`src/rtl/superscalar_pkg.sv`:
```
// Shared types for the dual-issue front end: micro-op payload, issue class and classifier.
package superscalar_pkg;

  localparam int unsigned DEPTH_DEFAULT = 4;

  typedef struct packed {
    logic [31:0] pc;
    logic [4:0]  rs1;
    logic [4:0]  rs2;
    logic [4:0]  rd;
    logic        rf_we;
    logic [2:0]  load_type;
    logic [1:0]  store_type;
    logic        branch_en;
    logic [31:0] imm;
    logic [3:0]  alu_op;
  } uop_t;

  typedef enum logic [1:0] {
    ALU = 2'd0,
    BR  = 2'd1,
    MEM = 2'd2
  } uop_class_t;

  // Memory wins over branch so a malformed load/branch combo still goes to the M lane.
  function automatic uop_class_t classify(input logic [2:0] load_type,
                                          input logic [1:0] store_type,
                                          input logic       branch_en);
    if ((load_type != 3'd0) || (store_type != 2'd0)) return MEM;
    if (branch_en) return BR;
    return ALU;
  endfunction

endpackage

```
`src/rtl/issue_pair_check.sv`:
```
// Lane steering, hazard test and issue count for the two oldest queue entries.
module issue_pair_check
  import superscalar_pkg::*;
(
  input  logic       a_valid,
  input  uop_class_t a_cls,
  input  logic [4:0] a_rd,
  input  logic       a_we,
  input  logic       c_valid,
  input  uop_class_t c_cls,
  input  logic [4:0] c_rs1,
  input  logic [4:0] c_rs2,
  input  logic [4:0] c_rd,
  output logic       a_to_m_c,
  output logic       c_issue_c,
  output logic       c_to_m_c,
  output logic [1:0] n_issue_c
);

  logic dep;
  logic lane_ok;

  always_comb begin
    a_to_m_c = (a_cls == MEM);
    dep = a_we && (a_rd != 5'd0) &&
          ((a_rd == c_rs1) || (a_rd == c_rs2) || (a_rd == c_rd));
    // C can only use the lane A left free.
    unique case (c_cls)
      MEM:     lane_ok = !a_to_m_c;
      BR:      lane_ok = a_to_m_c;
      default: lane_ok = 1'b1;
    endcase
    c_to_m_c  = !a_to_m_c;
    c_issue_c = a_valid && c_valid && lane_ok && !dep;
    n_issue_c = a_valid ? (c_issue_c ? 2'd2 : 2'd1) : 2'd0;
  end

endmodule

```
`src/rtl/issue_queue.sv`:
```
// In-order issue queue: two-wide enqueue from decode, up to two issues per cycle into the B and M lanes.
module issue_queue
  import superscalar_pkg::*;
#(
  parameter int unsigned DEPTH = DEPTH_DEFAULT
) (
  input  logic                     clk,
  input  logic                     rst_n,
  input  logic [1:0]               dec_valid,
  input  uop_t [1:0]               dec_uop,
  output logic                     dec_ready,
  input  logic                     stall_issue,
  input  logic                     flush,
  output logic                     iss_b_valid,
  output uop_t                     iss_b_uop,
  output logic                     iss_m_valid,
  output uop_t                     iss_m_uop,
  output logic [$clog2(DEPTH):0]   occupancy
);

  localparam int unsigned PW = $clog2(DEPTH);
  localparam int unsigned CW = PW + 1;

  uop_t          mem [DEPTH];
  logic [PW-1:0] head;
  logic [PW-1:0] tail;
  logic [CW-1:0] count;

  logic [PW-1:0] head_p1;
  logic [PW-1:0] tail_p1;
  uop_t          a_uop;
  uop_t          c_uop;
  logic          a_valid;
  logic          c_valid;
  logic          a_to_m;
  logic          c_issue;
  logic          c_to_m;
  logic [1:0]    n_issue;

  logic          wr0_en;
  logic          wr1_en;
  uop_t          wr0_data;
  logic [1:0]    enq_n;
  logic [1:0]    deq_n;

  logic          b_sel_valid;
  logic          m_sel_valid;
  uop_t          b_sel_uop;
  uop_t          m_sel_uop;

  assign dec_ready = (count <= CW'(DEPTH - 2));
  assign occupancy = count;

  assign head_p1 = head + PW'(1);
  assign tail_p1 = tail + PW'(1);
  assign a_uop   = mem[head];
  assign c_uop   = mem[head_p1];
  assign a_valid = (count != '0);
  assign c_valid = (count >= CW'(2));

  issue_pair_check u_pair (
    .a_valid   (a_valid),
    .a_cls     (classify(a_uop.load_type, a_uop.store_type, a_uop.branch_en)),
    .a_rd      (a_uop.rd),
    .a_we      (a_uop.rf_we),
    .c_valid   (c_valid),
    .c_cls     (classify(c_uop.load_type, c_uop.store_type, c_uop.branch_en)),
    .c_rs1     (c_uop.rs1),
    .c_rs2     (c_uop.rs2),
    .c_rd      (c_uop.rd),
    .a_to_m_c  (a_to_m),
    .c_issue_c (c_issue),
    .c_to_m_c  (c_to_m),
    .n_issue_c (n_issue)
  );

  // Enqueue compaction: a lone slot-1 uop still lands at tail.
  always_comb begin
    wr0_en   = dec_ready && !flush && (dec_valid != 2'b00);
    wr1_en   = dec_ready && !flush && (dec_valid == 2'b11);
    wr0_data = dec_valid[0] ? dec_uop[0] : dec_uop[1];
    enq_n    = 2'(wr0_en) + 2'(wr1_en);
    deq_n    = stall_issue ? 2'd0 : n_issue;
  end

  always_comb begin
    b_sel_valid = (a_valid && !a_to_m) || (c_issue && !c_to_m);
    m_sel_valid = (a_valid && a_to_m) || (c_issue && c_to_m);
    b_sel_uop   = (a_valid && !a_to_m) ? a_uop : c_uop;
    m_sel_uop   = (a_valid && a_to_m) ? a_uop : c_uop;
  end

  always_ff @(posedge clk) begin
    if (wr0_en) mem[tail] <= wr0_data;
    if (wr1_en) mem[tail_p1] <= dec_uop[1];
  end

  always_ff @(posedge clk or negedge rst_n) begin
    if (!rst_n) begin
      count       <= '0;
      head        <= '0;
      tail        <= '0;
      iss_b_valid <= 1'b0;
      iss_m_valid <= 1'b0;
      iss_b_uop   <= '0;
      iss_m_uop   <= '0;
    end else if (flush) begin
      count       <= '0;
      head        <= '0;
      tail        <= '0;
      iss_b_valid <= 1'b0;
      iss_m_valid <= 1'b0;
    end else begin
      tail  <= tail + PW'(enq_n);
      count <= count + CW'(enq_n) - CW'(deq_n);
      if (!stall_issue) begin
        head        <= head + PW'(n_issue);
        iss_b_valid <= b_sel_valid;
        iss_m_valid <= m_sel_valid;
        iss_b_uop   <= b_sel_uop;
        iss_m_uop   <= m_sel_uop;
      end
    end
  end

endmodule

```
`config.mk`:
```
export PLATFORM = sky130hd
export DESIGN_NAME = issue_queue
export DESIGN_NICKNAME = d
export VERILOG_FILES = /design/src/rtl/superscalar_pkg.sv /design/src/rtl/issue_pair_check.sv /design/src/rtl/issue_queue.sv
export SDC_FILE = /design/constraint.sdc
export NUM_CORES = 1
export LEC_CHECK = 0
export ABC_CLOCK_PERIOD_IN_PS = 16800
export CORE_ASPECT_RATIO = 0.5
export CORE_MARGIN = 3
export CORE_UTILIZATION = 25
export CTS_CLUSTER_SIZE = 20
export DETAILED_ROUTE_END_ITERATION = 10
export HOLD_SLACK_MARGIN = 0.05
export SLEW_MARGIN = 15
export SYNTH_ARGS = -nofsm -noshare
export SYNTH_HDL_FRONTEND = slang
export SYNTH_SLANG_ARGS = --single-unit
```
`constraint.sdc`:
```
create_clock -name clk -period 16.8 [get_ports clk]
set_input_delay 2.52 -clock clk [delete_from_list [all_inputs] [get_ports clk]]
set_output_delay 2.52 -clock clk [all_outputs]
set_load 0.01 [all_outputs]
```
# == Word level (Yosys, flattened, before mapping) ==
# Memory sizes are Yosys's and may differ from the RTL's.
# Index checks and enable logic that the tools add are counted.
# totals
regBits,189
latch_bits,0
ramBits,360
romBits,0
out_inout_bits,186
elab_cells,107
n_memories,1
# classes
addsub,7
n_mul,0
n_div,0
n_lt_le_gt_ge,2
eq_ne,8
shift,0
muxes,33
n_bitwise,2
n_reduce_logical,29
# mem_list
memory,depth,width,read_ports,rd_clocked_by_memory_dff,write_ports,line_no,text
mem,4,90,2,0,2,issue_queue.sv:24,uop_t mem [DEPTH];
# ops
cell,count
90-bit two-way mux,3
2-bit two-way mux,14
5-bit equality test,3
1-bit two-way mux,14
1-bit logical AND,12
3-bit nonzero test,3
"2-bit equality test, second input constant",3
1-bit logical OR,6
2-bit nonzero test,3
5-bit nonzero test,1
"2-bit by 1-bit adder with 2-bit output, second input constant",2
2-bit adder,2
3-bit by 2-bit adder with 3-bit output,1
"3-bit by 2-bit >= comparator with 1-bit output, second input constant",1
"3-bit by 2-bit <= comparator with 1-bit output, second input constant",1
1-bit zero test,3
3-bit two-way mux,1
3-bit by 2-bit subtractor with 3-bit output,1
1-bit by 1-bit adder with 2-bit output,1
"2-bit by 1-bit equality test with 1-bit output, second input constant",1
"2-bit by 1-bit != test with 1-bit output, second input constant",1
1-bit NOT,2
1-bit case mux with 2 select lines,1
2-bit AND reduction,1

# == Depth between registers and ports, before layout ==
# Gate-level depths: netlist (run 1).
# An unclocked memory read counts as a cell.
# depth
ltp_word,17
depth_mapped,18
ltp_nobuf,15

# == Cells and area by module ==
# Synthesis (run 1) repeated with hierarchy kept, for this count alone.
# hier_totals
cells_unflattened,1865
area_unflattened_um2,28194.5
# modules_own_cells
module,instances,cells_each,area_per_inst_um2,seq_area_each_um2
issue_queue,1,1829,27900.5,15539.9
issue_pair_check,1,36,294.0,0.0

# == Worst setup path before layout (run 1) ==
# No wires, ideal clock.
# synth_path
kind,input -> register
startpoint,in flush
endpoint,mem mem[0][0] (netlist name) (enable)
t_arrival_ns,9.410
path_slack_ns,6.718
cell_stages,3
path_buffers,0
cell_sequence,nor2b_1 -> o21ai_0 -> o31ai_1
# synth_rtl
element,line_no,text
from (decl),issue_queue.sv:13,"input logic flush,"
to (decl),issue_queue.sv:24,

==> results.toml, run 1 <==
[detailed_routing]
routed_wirelength_mm = 84.8
antenna_left = 0
num_vias = 17700
drt_pass1_iterations = 5
drc_errors = 0
drt_iter0_markers = 1066
viasPerCell = 4.68
wire_per_inst_um = 22.4

[finish]
finish.instance_area_mm2 = 0.0358
synthToLayoutAreaGrowth_pct = 25.9
final_cell_mix = "clkdlybuf4s50_1, mux2_2, edfxtp_1, nand2_1, dfrtp_1"
final_common_cell = "clkdlybuf4s50_1"
nFillCells = 11000
drive_gt1_frac = 0.298
layout.cells.non_filler = 3781
fin_nets = 2412

[sta]
rsz0062_at_grt = "no"
max-slew-margin-rel = 0.227
drv_slew = 0
fmax_ghz = 0.183
setup_tns_ns = 0
setup_viol = 0
min_period_over_period = 0.325
tightest_slew_ns = 1.16
fin_skew_ns = 0.0200
hold_viol_final = 0
min_period_ns = 5.45

[power_and_ir_drop]
intPower_mw = 3.53
leakagePower_nw = 12.3
power_density_mw_per_mm2 = 146
p_total_mw = 5.22
pwr-share-clk = 0.259
ir_drop_mv = 0.0804
power_frac_seq = 0.382
power_frac_comb = 0.359
switching_share = 0.324
p_switching_mw = 1.69

[critical_path]
reg2regPathDepth = 13
reg2reg_to = "occupancy[2]"
endpoint_kind = "flip-flop"
crit_fanout = 60
required_ns = 17.15
start_kind = "input port"
path_class = "in2reg"
crit_arrival_ns = 5.80
worstReg2RegStart = "head[1]"
rrSetupSlack_ns = 11.52

[floorplanning]
ios = 372
dieArea_mm2 = 0.118
placementRows = 86
die_w_um = 483
core-area_mm2 = 0.111
start_util = 0.255
die_h_um = 245

[placement]
place_area_mm2 = 0.0338
dp.cells = 3654
io_buffers = 371
place.gp.congestion = 0.813
dp_hpwl_mm = 54.5

[global_routing]
grt_pass1_vias = 18700
grt_max_degree = 116
antenna_found_initial = 20
grt_use_total = 0.139
overflow = 0
grt_pass1_wl_mm = 124

[logic_synthesis]
synth_edf_count = 360
synthAdderAreaFrac = 0.00361
synth_simple_gate_area_share = 0.0336
synthMuxAreaShare = 0.347
synth_xor_area_frac = 0.00893
netlist_area_mm2 = 0.0285
syn_nets = 2095
ys.flop_type = "edfxtp_1"
synth_cell_types = 42
synth_seq_cells = 549
yosys_warnings = 0
synth_top_family_by_area = "multiplexers"
synth-compound-area-share = 0.0380
synthCells = 1902
ys_async_sr_fraction = 0.344
synth.avg_cell_area_um2 = 15.0
synth_seq_area_share = 0.546

[clock_network]
root_buffer = "clkbuf_16"
clockBufferDepth = 3
post_cts_resize_count = 0
postCtsSetupRepairBufs = 0
htreeDepth = 2
clock_sinks = 549
cts_tree = "yes"
clk_latency_ns = 0.62
cts_buffers = 59
hold_buffers = 0
clk_pin_slew_ns = 0.06

[min_path]
min_path_type = "reg2reg"
min_from = "iss_m_uop[54]"
min_path_cells = 2
worst_hold_path.endpoint = "iss_m_uop[54]"

[status]
status = "complete, no violations"

[run]
cap_viol_max_count = 0
## cells by family (layout without fill, tap and decap cells)
| logic type | Yosys count | count (layout) |
|---|---|---|
| adders and majority gates | 7 | 7 |
| DFF | 549 | 549 |
| and+or+nand+nor | 236 | 236 |
| muxes | 720 | 720 |
| xor gates and xnor gates | 29 | 29 |
| AOI/OAI and AO/OA | 207 | 207 |
| buffers and inverters | 154 | 521 |
| other | 0 | 16 |
## registers in the layout (all words and copies together), names as in the netlist
signal	cells
mem	360
iss_b_uop	90
iss_m_uop	90
occupancy	3
head	2
tail	2
iss_b_valid	1
iss_m_valid	1
## power groups by stage
stage | sequential [mW] | combinational [mW] | clock, mW
after global placement | 2.01 | 1.87 | 0
after global routing | 2.03 | 2.02 | 1.44
after detailed placement | 2.02 | 1.90 | 0
after floorplan | 2.02 | 1.05 | 0
final | 1.99 | 1.87 | 1.35
after CTS | 2.00 | 1.91 | 1.39
## area by class of cell
| type | instances | area (um^2) | share of cell area |
|---|---|---|---|
| antenna | 16 | 40.0 | 0.00112 |
| clock buffer | 89 | 1780 | 0.0497 |
| clock inverter | 22 | 238 | 0.00664 |
| inverter | 10 | 37.5 | 0.00105 |
| multi-input combinational | 1199 | 12400 | 0.345 |
| sequential | 549 | 15500 | 0.434 |
| tap | 1496 | 1870 | 0.0523 |
| timing repair buffer | 400 | 3950 | 0.110 |
## cell usage after synthesis, types with 2 or more instances
master | count | share of area
clkbuf_1 | 101 | 0.013
or2_2 | 2 | 0.00044
fa_1 | 2 | 0.0014
nand3_1 | 5 | 0.00088
mux2i_1 | 180 | 0.063
nand2_1 | 191 | 0.025
buf_1 | 9 | 0.0012
buf_2 | 28 | 0.0049
buf_4 | 4 | 0.0011
mux2_2 | 363 | 0.14
a31oi_1 | 2 | 0.00044
xor2_1 | 21 | 0.0065
a21oi_1 | 9 | 0.0016
inv_1 | 10 | 0.0013
o21ai_0 | 187 | 0.033
nor2b_1 | 6 | 0.0013
o31ai_1 | 2 | 0.00053
nor4_1 | 4 | 0.00088
nor2_1 | 16 | 0.0021
dfrtp_1 | 189 | 0.17
edfxtp_1 | 360 | 0.38
nor3_1 | 5 | 0.00088
ha_1 | 5 | 0.0022
buf_6 | 2 | 0.00079
mux4_1 | 3 | 0.0028
mux4_2 | 173 | 0.14
xnor2_1 | 8 | 0.0025
## per-layer routing
metal | global-route usage | share of wire | vias up
li1 | - | - | 8007
met1 | 0.152 | 0.37 | 9246
met2 | 0.266 | 0.55 | 307
met3 | 0.0200 | 0.034 | 139
met4 | 0.0612 | 0.042 | 4
met5 | 0 | 0.00032 | -
## worst max-delay path, stage by stage
cell and delay, ns:
clkdlybuf4s50_1 0.73, nor2b_1 0.11, nand3_1 0.16, inv_1 0.10, nand3_1 0.15, and2_4 0.52, buf_4 0.87, mux2_2 0.43
## how the worst max path moves through the flow
stage / slack, ns / from / depth (start not counted) / end
after floorplan: 6.72 / flush / 3 / mem[0][0]
after global placement: 10.70 / flush / 8 / mem[2][66]
after detailed placement: 10.69 / flush / 8 / mem[2][72]
after CTS: 11.36 / flush / 8 / mem[0][18]
after global routing: 11.07 / flush / 5 / iss_m_uop[34]
final: 11.35 / flush / 8 / mem[0][18]
## through the flow
stage | hold slack, ns | utilization | setup WS [ns]
after floorplan | 0.516 | - | 6.72
final | 0.476 | 0.321 | 11.35
after global placement | 0.463 | 0.303 | 10.70
after CTS | 0.482 | 0.321 | 11.36
after global routing | 0.499 | 0.321 | 11.07
after detailed placement | 0.469 | 0.303 | 10.69
(Power assumes the default switching activity.)
==> inputs of run 2 (changes only) <==
Settings changed: ABC_CLOCK_PERIOD_IN_PS 16800 to 5100.
Clock period 16.8 ns to 5.1 ns, I/O delays scaled along.
==> run 2 against run 1 <==
  * Flip-flop and latch count unchanged
  * Worst setup slack got worse by 11 ns
  * Design area up 0.28%
  * Critical path depth rose by 4
  * Cell count rose by 0.26%
  * Utilization rose by 0.091 points
  * Clock skew fell by 0.0039 ns
  * Critical path type is now reg2reg
  * Largest cell class unchanged
==> results.toml, run 2 (same netlist as run 1, synthesis figures left out) <==
[critical_path]
crit_arrival_ns = 4.96
crit_fanout = 48
endpoint_kind = "flip-flop"
reg2reg_to = "occupancy[2]"
required_ns = 5.58
worstReg2RegStart = "head[1]"
reg2regPathDepth = 12
start_kind = "flip-flop"
path_class = "reg2reg"
rrSetupSlack_ns = 0.62

[placement]
dp_slack_ns = 0.571
place.gp.congestion = 0.824
dp_hpwl_mm = 55.5
dp.cells = 3665
io_buffers = 371

[clock_network]
root_buffer = "clkbuf_16"
postCtsSetupRepairBufs = 0
cts_tree = "yes"
post_cts_resize_count = 0
htreeDepth = 2
clockBufferDepth = 3
clk_latency_ns = 0.62
cts_buffers = 59
clk_pin_slew_ns = 0.06
hold_buffers = 0
clock_sinks = 549

[sta]
fin_ws_ns = 0.622
tightest_slew_ns = 1.15
drv_slew = 0
min_period_ns = 4.48
min_period_over_period = 0.878
fmax_ghz = 0.223
rsz0062_at_grt = "no"
fin_skew_ns = 0.0161
hold_slack_ns = 0.127
setup_tns_ns = 0
max-slew-margin-rel = 0.232
hold_viol_final = 0
setup_viol = 0

[detailed_routing]
drt_iter0_markers = 1007
antenna_left = 0
drt_pass1_iterations = 5
drc_errors = 0
num_vias = 17800
viasPerCell = 4.68
routed_wirelength_mm = 83.8
wire_per_inst_um = 22.1

[power_and_ir_drop]
power_density_mw_per_mm2 = 476
p_total_mw = 17.1
ir_drop_mv = 0.325
leakagePower_nw = 12.3

[finish]
synthToLayoutAreaGrowth_pct = 26.2
final_cell_mix = "clkdlybuf4s50_1, mux2_2, edfxtp_1, nand2_1, dfrtp_1"
largest-register = "mem"
fin_nets = 2423
largest_register_ffs = 360
layout.cells.non_filler = 3791
final_common_cell = "clkdlybuf4s50_1"
largestRegisters = "mem (360), iss_b_uop (90), iss_m_uop (90)"
drive_gt1_frac = 0.294

[global_routing]
grt_use_total = 0.138
grt_max_degree = 117
grt_pass1_wl_mm = 124
overflow = 0
antenna_found_initial = 22
grt_pass1_vias = 19000

[floorplanning]
die_h_um = 245
placementRows = 86
dieArea_mm2 = 0.118
core-area_mm2 = 0.111
ios = 372
start_util = 0.255
die_w_um = 483

[run]
cap_viol_max_count = 0

[status]
status = "complete, no violations"

[min_path]
min_path_type = "in2async"
-- run 2: cell types whose count changed in the layout (fill, tap and decap cells not counted), sizes merged --
cell,previous run,this run
buf,30,41
clkbuf,89,85
clkinv,14,21
clkinvlp,3,0
diode,16,15
-- run 2: routing by layer --
layer / share of wire / track usage / wire length [um] / vias to the layer above
met3: 0.035 / 0.0200 / 2960 / 150
met2: 0.55 / 0.264 / 45900 / 328
met5: 0.00074 / 0 / 62 / -
met1: 0.37 / 0.150 / 31300 / 9210
li1: - / - / - / 8052
met4: 0.043 / 0.0667 / 3570 / 10
-- run 2: layout make-up --
| type | instances | area, um^2 |
|---|---|---|
| multi-input combinational | 1199 | 12300 |
| antenna | 15 | 37.5 |
| timing repair buffer | 411 | 4180 |
| clock inverter | 26 | 241 |
| clock buffer | 85 | 1660 |
| tap | 1496 | 1870 |
| sequential | 549 | 15500 |
| inverter | 10 | 37.5 |
| fill | 11000 | 75600 |
-- run 2: worst max-delay path by stage --
stage | cells past startpoint | start | to
3_5_place_dp | 12 | head[1] | occupancy[2]
2_1_floorplan | 4 | occupancy[1] | mem[0][0]
5_1_grt | 12 | head[1] | occupancy[2]
4_1_cts | 12 | head[1] | occupancy[2]
3_3_place_gp | 12 | head[1] | occupancy[2]
6_report | 12 | head[1] | occupancy[2]
-- run 2: per-stage QoR --
| step | util | instance area (um^2) |
|---|---|---|
| after global routing | 0.322 | 35900 |
| after global placement | 0.305 | 34000 |
| after detailed placement | 0.305 | 34000 |
| after CTS | 0.322 | 35900 |
| final | 0.322 | 35900 |
| after floorplan | - | 28500 |
-- run 2: report_power, final --
group | switching [mW] | total (mW) | leakage (nW) | internal (mW)
clock | 1.78 | 4.28 | 0.924 | 2.49
sequential | 0.651 | 6.47 | 5.63 | 5.82
combinational | 3.14 | 6.34 | 5.77 | 3.20
total | 5.58 | 17.1 | 12.3 | 11.5
-- run 2: critical path: stages (launching register included) --
cell,delay (ns)
dfrtp_4,0.96
mux4_2,0.50
or4_1,0.52
o21ai_1,0.13
a31oi_1,0.13
a2111oi_4,0.52
or2b_1,0.28
fa_1,0.48
inv_1,0.05
fa_1,0.37
xor2_1,0.19
xnor2_1,0.14
nor2_1,0.05
